<file path="config.mk">
export PLATFORM = sky130hd
export DESIGN_NAME = control_sequencer_flat
export DESIGN_NICKNAME = d
export VERILOG_FILES = /design/src/rtl/control_sequencer_if.sv /design/src/rtl/control_sequencer.sv /design/src/flat_wrapper.sv
export SDC_FILE = /design/constraint.sdc
export NUM_CORES = 1
export LEC_CHECK = 0
export BUFFER_PORTS_ARGS = -buffer_cell sky130_fd_sc_hd__buf_2
export CAP_MARGIN = 0
export CORE_UTILIZATION = 40
export DETAILED_ROUTE_END_ITERATION = 6
export PLACE_DENSITY_LB_ADDON = 0.05
export SLEW_MARGIN = 10
export SYNTH_ARGS = -nofsm -noshare
export SYNTH_HDL_FRONTEND = slang
export SYNTH_SLANG_ARGS = --single-unit
export TNS_END_PERCENT = 100
</file>
<file path="constraint.sdc">
create_clock -name clk -period 1.8 [get_ports clk]
set_input_delay 0 -clock clk [delete_from_list [all_inputs] [get_ports clk]]
set_output_delay 0 -clock clk [all_outputs]
set_load 0.005 [all_outputs]
</file>
<file path="src/rtl/control_sequencer_if.sv">
// Handshake and status bundle between a fetch/flag source and control_sequencer.
// The sequencer uses the slave modport; the fetch/flag source uses the master modport.
interface control_sequencer_if #(
    parameter int INSTR_W = 16,
    parameter int STEP_W  = 3
);
    logic [INSTR_W-1:0] instr_in;
    logic               mem_ready;
    logic [3:0]         status_reg;
    logic               stall;
    logic               resume;
    logic [2:0]         phase;
    logic [STEP_W-1:0]  step;
    logic [INSTR_W-1:0] instr_q;
    logic               fetch_req;
    logic               done;
    logic               illegal;
    logic               cond_taken;

    modport slave (
        input  instr_in, mem_ready, status_reg, stall, resume,
        output phase, step, instr_q, fetch_req, done, illegal, cond_taken
    );

    modport master (
        output instr_in, mem_ready, status_reg, stall, resume,
        input  phase, step, instr_q, fetch_req, done, illegal, cond_taken
    );
endinterface

</file>
<file path="src/rtl/control_sequencer.sv">
// Instruction control sequencer: FETCH -> LOAD -> DECODE -> EXEC (micro-steps) or HALT.
// Define SEQ_COND_BR_EN to enable BRNE (0x7) and BRC (0xE); otherwise both opcodes are illegal.
module control_sequencer #(
    parameter int INSTR_W = 16,
    parameter int OPC_W   = 4,
    parameter int STEP_W  = 3
) (
    input  logic                 clk,
    input  logic                 reset,
    control_sequencer_if.slave   bus
);
    localparam logic [2:0] PH_FETCH  = 3'd0;
    localparam logic [2:0] PH_LOAD   = 3'd1;
    localparam logic [2:0] PH_DECODE = 3'd2;
    localparam logic [2:0] PH_EXEC   = 3'd3;
    localparam logic [2:0] PH_HALT   = 3'd4;

    localparam int MAX_LEN = 6;

    if (OPC_W < 4) begin : g_bad_opc_w
        $error("control_sequencer: OPC_W must be at least 4");
    end
    if (INSTR_W < OPC_W) begin : g_bad_instr_w
        $error("control_sequencer: INSTR_W must be at least OPC_W");
    end
    if (STEP_W < 3) begin : g_bad_step_w
        $error("control_sequencer: STEP_W must be at least 3");
    end
    if (MAX_LEN > (1 << STEP_W)) begin : g_bad_step_range
        $error("control_sequencer: STEP_W too narrow for the longest instruction");
    end

    logic [2:0]         r_phase;
    logic [STEP_W-1:0]  r_step;
    logic [STEP_W-1:0]  r_last;
    logic [INSTR_W-1:0] r_instr_q;
    logic               r_cond_taken;

    logic [OPC_W-1:0]   w_opc;
    logic [3:0]         w_opc_lo;
    logic               w_opc_hi_zero;
    logic               w_flag_z;
    logic               w_flag_c;
    logic               w_known;
    logic               w_halt;
    logic               w_cond;
    logic               w_cond_hit;
    logic [STEP_W-1:0]  w_last;
    logic               w_step_at_last;
    logic               w_done;
    logic               w_illegal;

    function automatic logic [STEP_W-1:0] last_of(input int len);
        return STEP_W'(len - 1);
    endfunction

    assign w_opc         = r_instr_q[INSTR_W-1 -: OPC_W];
    assign w_opc_lo      = w_opc[3:0];
    assign w_opc_hi_zero = ((w_opc >> 4) == '0);
    assign w_flag_z      = bus.status_reg[1];
    assign w_flag_c      = bus.status_reg[2];

    // Opcode table: length of EXEC (as last step index) and the branch condition.
    always_comb begin
        // NOTE: every signal gets a default before the case so no latch is inferred.
        w_known    = 1'b1;
        w_halt     = 1'b0;
        w_cond     = 1'b0;
        w_cond_hit = 1'b0;
        w_last     = last_of(1);
        case (w_opc_lo)
            4'h0, 4'h1, 4'h5, 4'h6: w_last = last_of(1);
            4'h2, 4'h3, 4'h4:       w_last = last_of(3);
            4'h8, 4'h9, 4'hB:       w_last = last_of(4);
            4'hA:                   w_last = last_of(6);
            4'hC:                   w_last = last_of(2);
            4'hD: begin
                w_cond     = 1'b1;
                w_cond_hit = w_flag_z;
            end
`ifdef SEQ_COND_BR_EN
            4'h7: begin
                w_cond     = 1'b1;
                w_cond_hit = ~w_flag_z;
            end
            4'hE: begin
                w_cond     = 1'b1;
                w_cond_hit = w_flag_c;
            end
`endif
            4'hF:    w_halt  = 1'b1;
            default: w_known = 1'b0;
        endcase
        if (w_cond) begin
            w_last = w_cond_hit ? last_of(4) : last_of(2);
        end
        if (!w_opc_hi_zero) begin
            w_known = 1'b0;
            w_halt  = 1'b0;
            w_cond  = 1'b0;
        end
    end

    assign w_step_at_last = (r_step == r_last);
    assign w_done         = (r_phase == PH_EXEC) && !bus.stall && w_step_at_last;
    assign w_illegal      = (r_phase == PH_DECODE) && !w_known;

    // NOTE: state registers use non-blocking assignments so every flop samples pre-edge values.
    always_ff @(posedge clk or posedge reset) begin
        if (reset) begin
            r_phase      <= PH_FETCH;
            r_step       <= '0;
            r_last       <= '0;
            r_instr_q    <= '0;
            r_cond_taken <= 1'b0;
        end else begin
            case (r_phase)
                PH_FETCH: begin
                    if (bus.mem_ready) begin
                        r_instr_q <= bus.instr_in;
                        r_phase   <= PH_LOAD;
                    end
                end
                PH_LOAD: r_phase <= PH_DECODE;
                PH_DECODE: begin
                    // Flags are sampled only here, so later flag changes cannot alter the branch.
                    r_cond_taken <= w_known && w_cond && w_cond_hit;
                    r_last       <= w_last;
                    r_step       <= '0;
                    if (!w_known) begin
                        r_phase <= PH_FETCH;
                    end else if (w_halt) begin
                        r_phase <= PH_HALT;
                    end else begin
                        r_phase <= PH_EXEC;
                    end
                end
                PH_EXEC: begin
                    if (!bus.stall) begin
                        if (w_step_at_last) begin
                            r_phase <= PH_FETCH;
                            r_step  <= '0;
                        end else begin
                            r_step <= r_step + 1'b1;
                        end
                    end
                end
                PH_HALT: begin
                    if (bus.resume) begin
                        r_phase <= PH_FETCH;
                    end
                end
                default: r_phase <= PH_FETCH;
            endcase
        end
    end

    assign bus.phase      = r_phase;
    assign bus.step       = r_step;
    assign bus.instr_q    = r_instr_q;
    assign bus.fetch_req  = (r_phase == PH_FETCH);
    assign bus.done       = w_done;
    assign bus.illegal    = w_illegal;
    assign bus.cond_taken = r_cond_taken;

    a_step_in_range: assert property (@(posedge clk) disable iff (reset)
        (r_phase == PH_EXEC) |-> (r_step <= r_last));
    a_step_idle_zero: assert property (@(posedge clk) disable iff (reset)
        (r_phase != PH_EXEC) |-> (r_step == '0));
    a_done_only_exec: assert property (@(posedge clk) disable iff (reset)
        bus.done |-> (r_phase == PH_EXEC));
endmodule

</file>
<file path="src/flat_wrapper.sv">
// flat-port wrapper written by rule: the top's interface ports become plain ports
module control_sequencer_flat 
#(
    parameter int INSTR_W = 16,
    parameter int OPC_W   = 4,
    parameter int STEP_W  = 3
)
  (clk, reset, bus_instr_in, bus_mem_ready, bus_status_reg, bus_stall, bus_resume, bus_phase, bus_step, bus_instr_q, bus_fetch_req, bus_done, bus_illegal, bus_cond_taken);
  control_sequencer_if #(.INSTR_W(INSTR_W), .STEP_W(STEP_W)) bus_i ();
  input  logic clk;
  input  logic reset;
  input wire logic [$bits(bus_i.instr_in)-1:0] bus_instr_in;
  input wire logic [$bits(bus_i.mem_ready)-1:0] bus_mem_ready;
  input wire logic [$bits(bus_i.status_reg)-1:0] bus_status_reg;
  input wire logic [$bits(bus_i.stall)-1:0] bus_stall;
  input wire logic [$bits(bus_i.resume)-1:0] bus_resume;
  output wire logic [$bits(bus_i.phase)-1:0] bus_phase;
  output wire logic [$bits(bus_i.step)-1:0] bus_step;
  output wire logic [$bits(bus_i.instr_q)-1:0] bus_instr_q;
  output wire logic [$bits(bus_i.fetch_req)-1:0] bus_fetch_req;
  output wire logic [$bits(bus_i.done)-1:0] bus_done;
  output wire logic [$bits(bus_i.illegal)-1:0] bus_illegal;
  output wire logic [$bits(bus_i.cond_taken)-1:0] bus_cond_taken;
  assign bus_i.instr_in = bus_instr_in;
  assign bus_i.mem_ready = bus_mem_ready;
  assign bus_i.status_reg = bus_status_reg;
  assign bus_i.stall = bus_stall;
  assign bus_i.resume = bus_resume;
  assign bus_phase = bus_i.phase;
  assign bus_step = bus_i.step;
  assign bus_instr_q = bus_i.instr_q;
  assign bus_fetch_req = bus_i.fetch_req;
  assign bus_done = bus_i.done;
  assign bus_illegal = bus_i.illegal;
  assign bus_cond_taken = bus_i.cond_taken;
  control_sequencer #(.INSTR_W(INSTR_W), .OPC_W(OPC_W), .STEP_W(STEP_W)) u_core (.clk(clk), .reset(reset), .bus(bus_i));
endmodule
</file>
==> results of run 1 <==
Yosys cell counts (3+ instances only):
cell type and n:
dfrtp_1 26, mux2_2 15, nand2_1 7, buf_6 4, clkbuf_1 4, nand3_1 4, o21ai_0 4, nand3b_1 3
nor2_1 3, nor3_1 3, xor2_1 3
power groups by stage:
stage	logic (mW)	clock network, mW	registers, mW
detailed placement	0.823	0	1.00
global placement	0.812	0	0.987
CTS	0.862	0.253	0.992
global route	0.980	0.269	1.03
finish	0.874	0.237	0.987
floorplan	0.589	0	0.944
state kept, by name, indices dropped and copies added (netlist names):
name,count
u_core.bus.instr_q,16
u_core.bus.phase,3
u_core.bus.step,3
u_core.r_last,3
u_core.bus.cond_taken,1
critical path: cells and delay by family, from the launching register on:
| family | cells | cell delay, ps |
|---|---|---|
| flip-flops | 1 | 480 |
| AND/OR/NAND/NOR | 2 | 720 |
| buffers and inverters | 1 | 150 |
metrics by stage:
stage               instances  util (%)  area (µm²)
CTS                       218      57.9        1770
global route              218      58.2        1780
finish                    218      58.2        1780
global placement          196      50.9        1560
floorplan                 109         -        1280
detailed placement        196      50.9        1560
area by class of cell:
cell class	count	share of cell area [%]
tap	44	3.10
sequential	26	36.6
multi-input combinational	73	32.2
clock buffer	3	1.27
inverter	2	0.423
timing repair buffer	70	26.4
routing by layer:
layer | up-vias | GRT usage (%) | share of wire (%)
met5 | - | 0 | 0
met4 | 0 | 7.14 | 1.5
met1 | 519 | 19.8 | 43
met2 | 26 | 32.8 | 51
li1 | 523 | - | -
met3 | 5 | 2.42 | 3.9
worst min path at each step:
stage / from / to / slack, ps / cells past startpoint
after floorplan: reset / u_core.bus.cond_taken / 40 / 1
after global placement: reset / u_core.bus.instr_q[3] / 70 / 3
after detailed placement: reset / u_core.bus.instr_q[3] / 80 / 3
after CTS: bus_stall / u_core.bus.step[2] / 10 / 4
after global routing: bus_stall / u_core.bus.step[2] / 30 / 4
final: bus_stall / u_core.bus.step[2] / 30 / 4
cell families after synthesis:
logic type	count (synthesis)	synth area share, %
flops	26	50.7
xor+xnor	4	2.73
simple gates	35	16.0
compound gates	18	11.1
buf+inv	10	5.27
mux	15	13.2
fa+ha+maj	1	0.975
timing repair:
| item | CTS | global route |
|---|---|---|
| hold endpoints to repair | 43 | 0 |
| hold buffers | 19 | 0 |
| gates resized for setup | 0 | 2 |
| endpoints found under the setup margin | 0 | 2 |
==> metrics, run 1 <==
status=finished, final reports clean; Multi-input gate area=572 µm²; clk_skew=4.48 ps; GPL Wtd Cong=about 0.74; routed length per instance=~12 µm; vias per cell=slightly below 5; router iterations before antenna repair=4; Crit Path Max Fanout=9; CP required=1800 ps; Worst-Skew Late Latency=320 ps; Cells after Synth=between 100 and 150; Port Buffers=47; first-pass GRT wire length=4.60 mm; Main synth FF type=dfrtp_1; count of standard-cell rows=20; max_slew headroom=74.3%; Setup crit end=bus_illegal; maximum clock path buffer count=2; distinct cell type count after synthesis=37; Filler Cell Count=between 200 and 300; reg2reg path depth=4; Syn Nets=135; post-route clock period utilization=92.9%; setup repair bufs after CTS=0; global-route usage over all layers=17.5%; reg2reg start=u_core.bus.phase[1]; TritonCTS clock tree=built; Flop pwr share=47.1%; DP HPWL=1.78 mm; slack of the worst reg-to-reg path=250 ps; Core Area=0.00305 mm²; total wire length=between 2 and 3 mm; detailed-route DRC error count=0; min-delay worst type=in2reg; Area contributors post-synth=dfrtp_1 (51%), mux2_2 (13%), buf_6 (3.5%); fmax=598 MHz; most common cell after layout, fill and taps aside=buf_2; synth warn=0; Register Area=651 µm²; WS Path Type=reg2out; RSZ-0062 raised after global routing=false; initial antenna violation count=0; global route total overflow=0; mapped cell area=0.00128 mm²; area share of the largest cell type after synthesis=50.7%; post-route antenna net violation count=0; critical path startpoint category=register; maxcap violations=0; hold slack=25.3 ps; Yosys top cell by area=dfrtp_1; Root Driver=clkbuf_4; Worst Tran Pin Value=around 380 ps; most frequent cells in the layout=buf_2 (47), dfrtp_1 (26), dlygate4sd3_1 (19), mux2_2 (15), nand2_1 (7); CP Capture Type=output pin; Hold Vio Cnt, Final=0; Boundary Pins=51; diode count=0; Setup violations, final=0; CP arrival=roughly 1700 ps; Leak Pwr=just under 0.9 nW; Sw Ratio=35.6%; Combinational Power Share=41.7%; Num CTS Buffers=3; fraction of layout cells with a size suffix above 1=43.7%; max-slew violation count=0; PD cells=1180 mW/mm²; die area=0.00344 mm²; critical-path cell list=or3b_4, nor3_1, buf_2; EDFF count, synth=0; Critical-path top delay cell=or3b_4; FF-to-FF End=u_core.bus.instr_q[2]; final setup TNS=0 ps; height of the die=58.6 µm; Starting Density=42.0%; worst setup margin=128 ps; CTS H-tree depth=1; Total Power=2.10 mW; largest net degree at the start of global routing=27; die width=about 59 µm; 1st-iter DRT viols=35; clk slew on worst S/H paths=130 ps; Worst Setup SP=u_core.bus.phase[2]; Seq/Total Area, Yosys=50.7%; vias=1,073; area grow syn2layout=38.4%; Clk pwr share=11.3%; minimum clock period=1670 ps; Post-layout nets=202; crit-path max cell delay=490 ps; sw power=0.747 mW; asr flop ratio synth=100%; vias in the first global route=1,085; Peak VDD IR=603 µV; Seq cells post-synth=26; Setup WS pre-CTS=282 ps; Int Power=1.35 mW; CTS Sinks=26; Syn Area/Cell=11.8 µm²
Note: power is estimated with default switching activity, not from simulation.
==> inputs of run 2 (changes only) <==
- GPL_TIMING_DRIVEN: default -> 0
- RECOVER_POWER: default -> 50
==> run 2 against run 1 <==
  * Final cell count grew 3.2%
  * Non-clock buffer count is 6 higher
  * Critical endpoint is now u_core.bus.instr_q[2]
  * First-iteration DRC count is 5.7% lower
  * Largest cell class unchanged
  * Via count rose by 1.5%
  * Combinational power is 10% higher
==> metrics, run 2 (same netlist as run 1, synthesis figures left out) <==
count of standard-cell rows=20 (unchanged); maxcap violations=0 (unchanged); Core Area=0.00305 mm² (unchanged); critical path startpoint category=register; router iterations before antenna repair=4 (unchanged); vias=1,089 (+1.5%); PD cells=1200 mW/mm² (+1.7%); GPL Wtd Cong=0.696 (-5.6%); global route total overflow=0 (unchanged); area grow syn2layout=41.8%; Int Power=1.40 mW (+3.8%); Port Buffers=47 (unchanged); most common cell after layout, fill and taps aside=buf_2; Num CTS Buffers=3 (unchanged); Boundary Pins=51 (unchanged); Combinational Power Share=44.0% (+2.3 points); Total Power=2.18 mW (+4.1%); CTS Sinks=26 (unchanged); vias in the first global route=1,091 (+0.55%); detailed-route DRC error count=0 (unchanged); met2 wire len=1.34 mm (-0.15%); Setup violations, final=0 (unchanged); diode count=0 (unchanged); CP required=2020 ps (+220 ps); WS Path Type=reg2reg; minimum clock period=1700 ps (+27.9 ps); vias per cell=4.84 (-1.7%); TritonCTS clock tree=built; CTS H-tree depth=1 (unchanged); max_slew headroom=37.1% (-37 points); max-slew violation count=0 (unchanged); die width=58.6 µm (unchanged); Sw Ratio=35.8% (+0.17 points); RSZ-0062 raised after global routing=false; Clk pwr share=13.6% (+2.3 points); post-route clock period utilization=94.5% (+1.5 points); DP HPWL=1.81 mm (+1.8%); Largest register FFs=16 (unchanged); Post-layout nets=208 (+3.0%); die area=0.00344 mm² (unchanged); Top Layer Used=met4; 1st-iter DRT viols=33 (-5.7%); M1 wire length=1.22 mm (+7.1%); height of the die=58.6 µm (unchanged); Hold Vio Cnt, Final=0 (unchanged); CP Capture Type=register; post-route antenna net violation count=0 (unchanged); status=finished, final reports clean; final setup TNS=0 ps (unchanged); first-pass GRT wire length=4.62 mm (+0.46%); global-route usage over all layers=17.7% (+0.19 points); fraction of layout cells with a size suffix above 1=39.2% (-4.5 points); met3 WL=100 µm (-2.0%); Leak Pwr=0.868 nW (-0.30%); Crit Path Max Fanout=10 (+1); clk_skew=4.49 ps (+0.00377 ps); Root Driver=clkbuf_4; Worst-Skew Late Latency=320 ps (about the same); initial antenna violation count=0 (unchanged); maximum clock path buffer count=2 (unchanged); Flop pwr share=42.5% (-4.6 points); min-delay worst type=in2reg; Starting Density=42.0% (unchanged); sw power=0.781 mW (+4.6%); fmax=588 MHz (-1.6%); most frequent cells in the layout=buf_2 (40), dfrtp_1 (26), dlygate4sd3_1 (20), mux2_2 (15), clkbuf_1 (11); Peak VDD IR=575 µV (-4.6%); routed length per instance=12.0 µm (-0.67%); largest net degree at the start of global routing=27 (unchanged); clk slew on worst S/H paths=140 ps (about the same); total wire length=2.69 mm (+2.5%); Worst Tran Pin Value=942 ps (+560 ps); CP arrival=1920 ps (+250 ps)
## run 2: cell types whose count changed in the layout (fill, tap and decap cells not counted)
cell           change
dlygate4sd3_1      +1
buf_12             -1
buf_2              -7
or3b_1             +1
clkbuf_8           +1
nor3_2             +1
buf_4              -2
nor3_1             -1
or3b_4             -1
buf_6              +4
clkbuf_1          +11
## run 2: final cells by class
class	instances	area, µm²
plain buffers	8	60.1
clock buffers	4	36.3
fillers	296	1230
inverters	2	7.51
multi-input cells	73	574
flip-flops and latches	26	651
well taps	44	55.1
repair buffers	68	434
## run 2: power by group through the flow
stage	logic, mW	clock network [mW]	registers (mW)
2_1_floorplan	0.589	0	0.944
6_report	0.961	0.296	0.928
4_1_cts	0.953	0.313	0.926
5_1_grt	1.09	0.324	0.959
3_3_place_gp	0.903	0	0.930
3_5_place_dp	0.915	0	0.939
## run 2: per-stage QoR
step	cell area, µm²	worst slack [ps]	utilization (%)	hold slack [ps]	cells
after global placement	1570	204	51.5	231	200
after global routing	1820	8.78	59.5	67.0	225
after floorplan	1280	281	-	40.0	109
after CTS	1810	24.4	59.3	2.47	224
after detailed placement	1570	167	51.5	234	200
final	1820	99.9	59.5	4.44	225
## run 2: path summary, 6_finish.rpt
path	slack [ps]	cells past startpoint	from	to
worst max-delay path	100	6	u_core.bus.phase[1]	u_core.bus.instr_q[2]
worst min-delay path	4	4	bus_resume	u_core.bus.phase[2]
worst max register to register	100	6	u_core.bus.phase[1]	u_core.bus.instr_q[2]
worst min register to register	510	2	u_core.bus.cond_taken	u_core.bus.cond_taken
max in group asynchronous	820	3	reset	u_core.bus.step[0]
min in group asynchronous	410	3	reset	u_core.bus.instr_q[4]
## run 2: timing repair
action | in CTS | in global routing
hold buffers | 20 | 0
setup buffers | 0 | 1
resized for setup | 0 | 2
endpoints found under the hold margin | 44 | 0
endpoints found under the setup margin | 0 | 2
## run 2: layer usage
| layer | GRT usage [%] | vias up |
|---|---|---|
| li1 | - | 537 |
| met1 | 21.8 | 520 |
| met2 | 31.9 | 28 |
| met3 | 2.20 | 4 |
| met4 | 6.12 | 0 |
| met5 | 0 | - |
## run 2: worst max-delay path, stage by stage (launching register included)
cell	delay [ps]
dfrtp_1	430
buf_4	140
nor3_2	220
and2_1	170
buf_6	130
buf_6	150
mux2_2	350
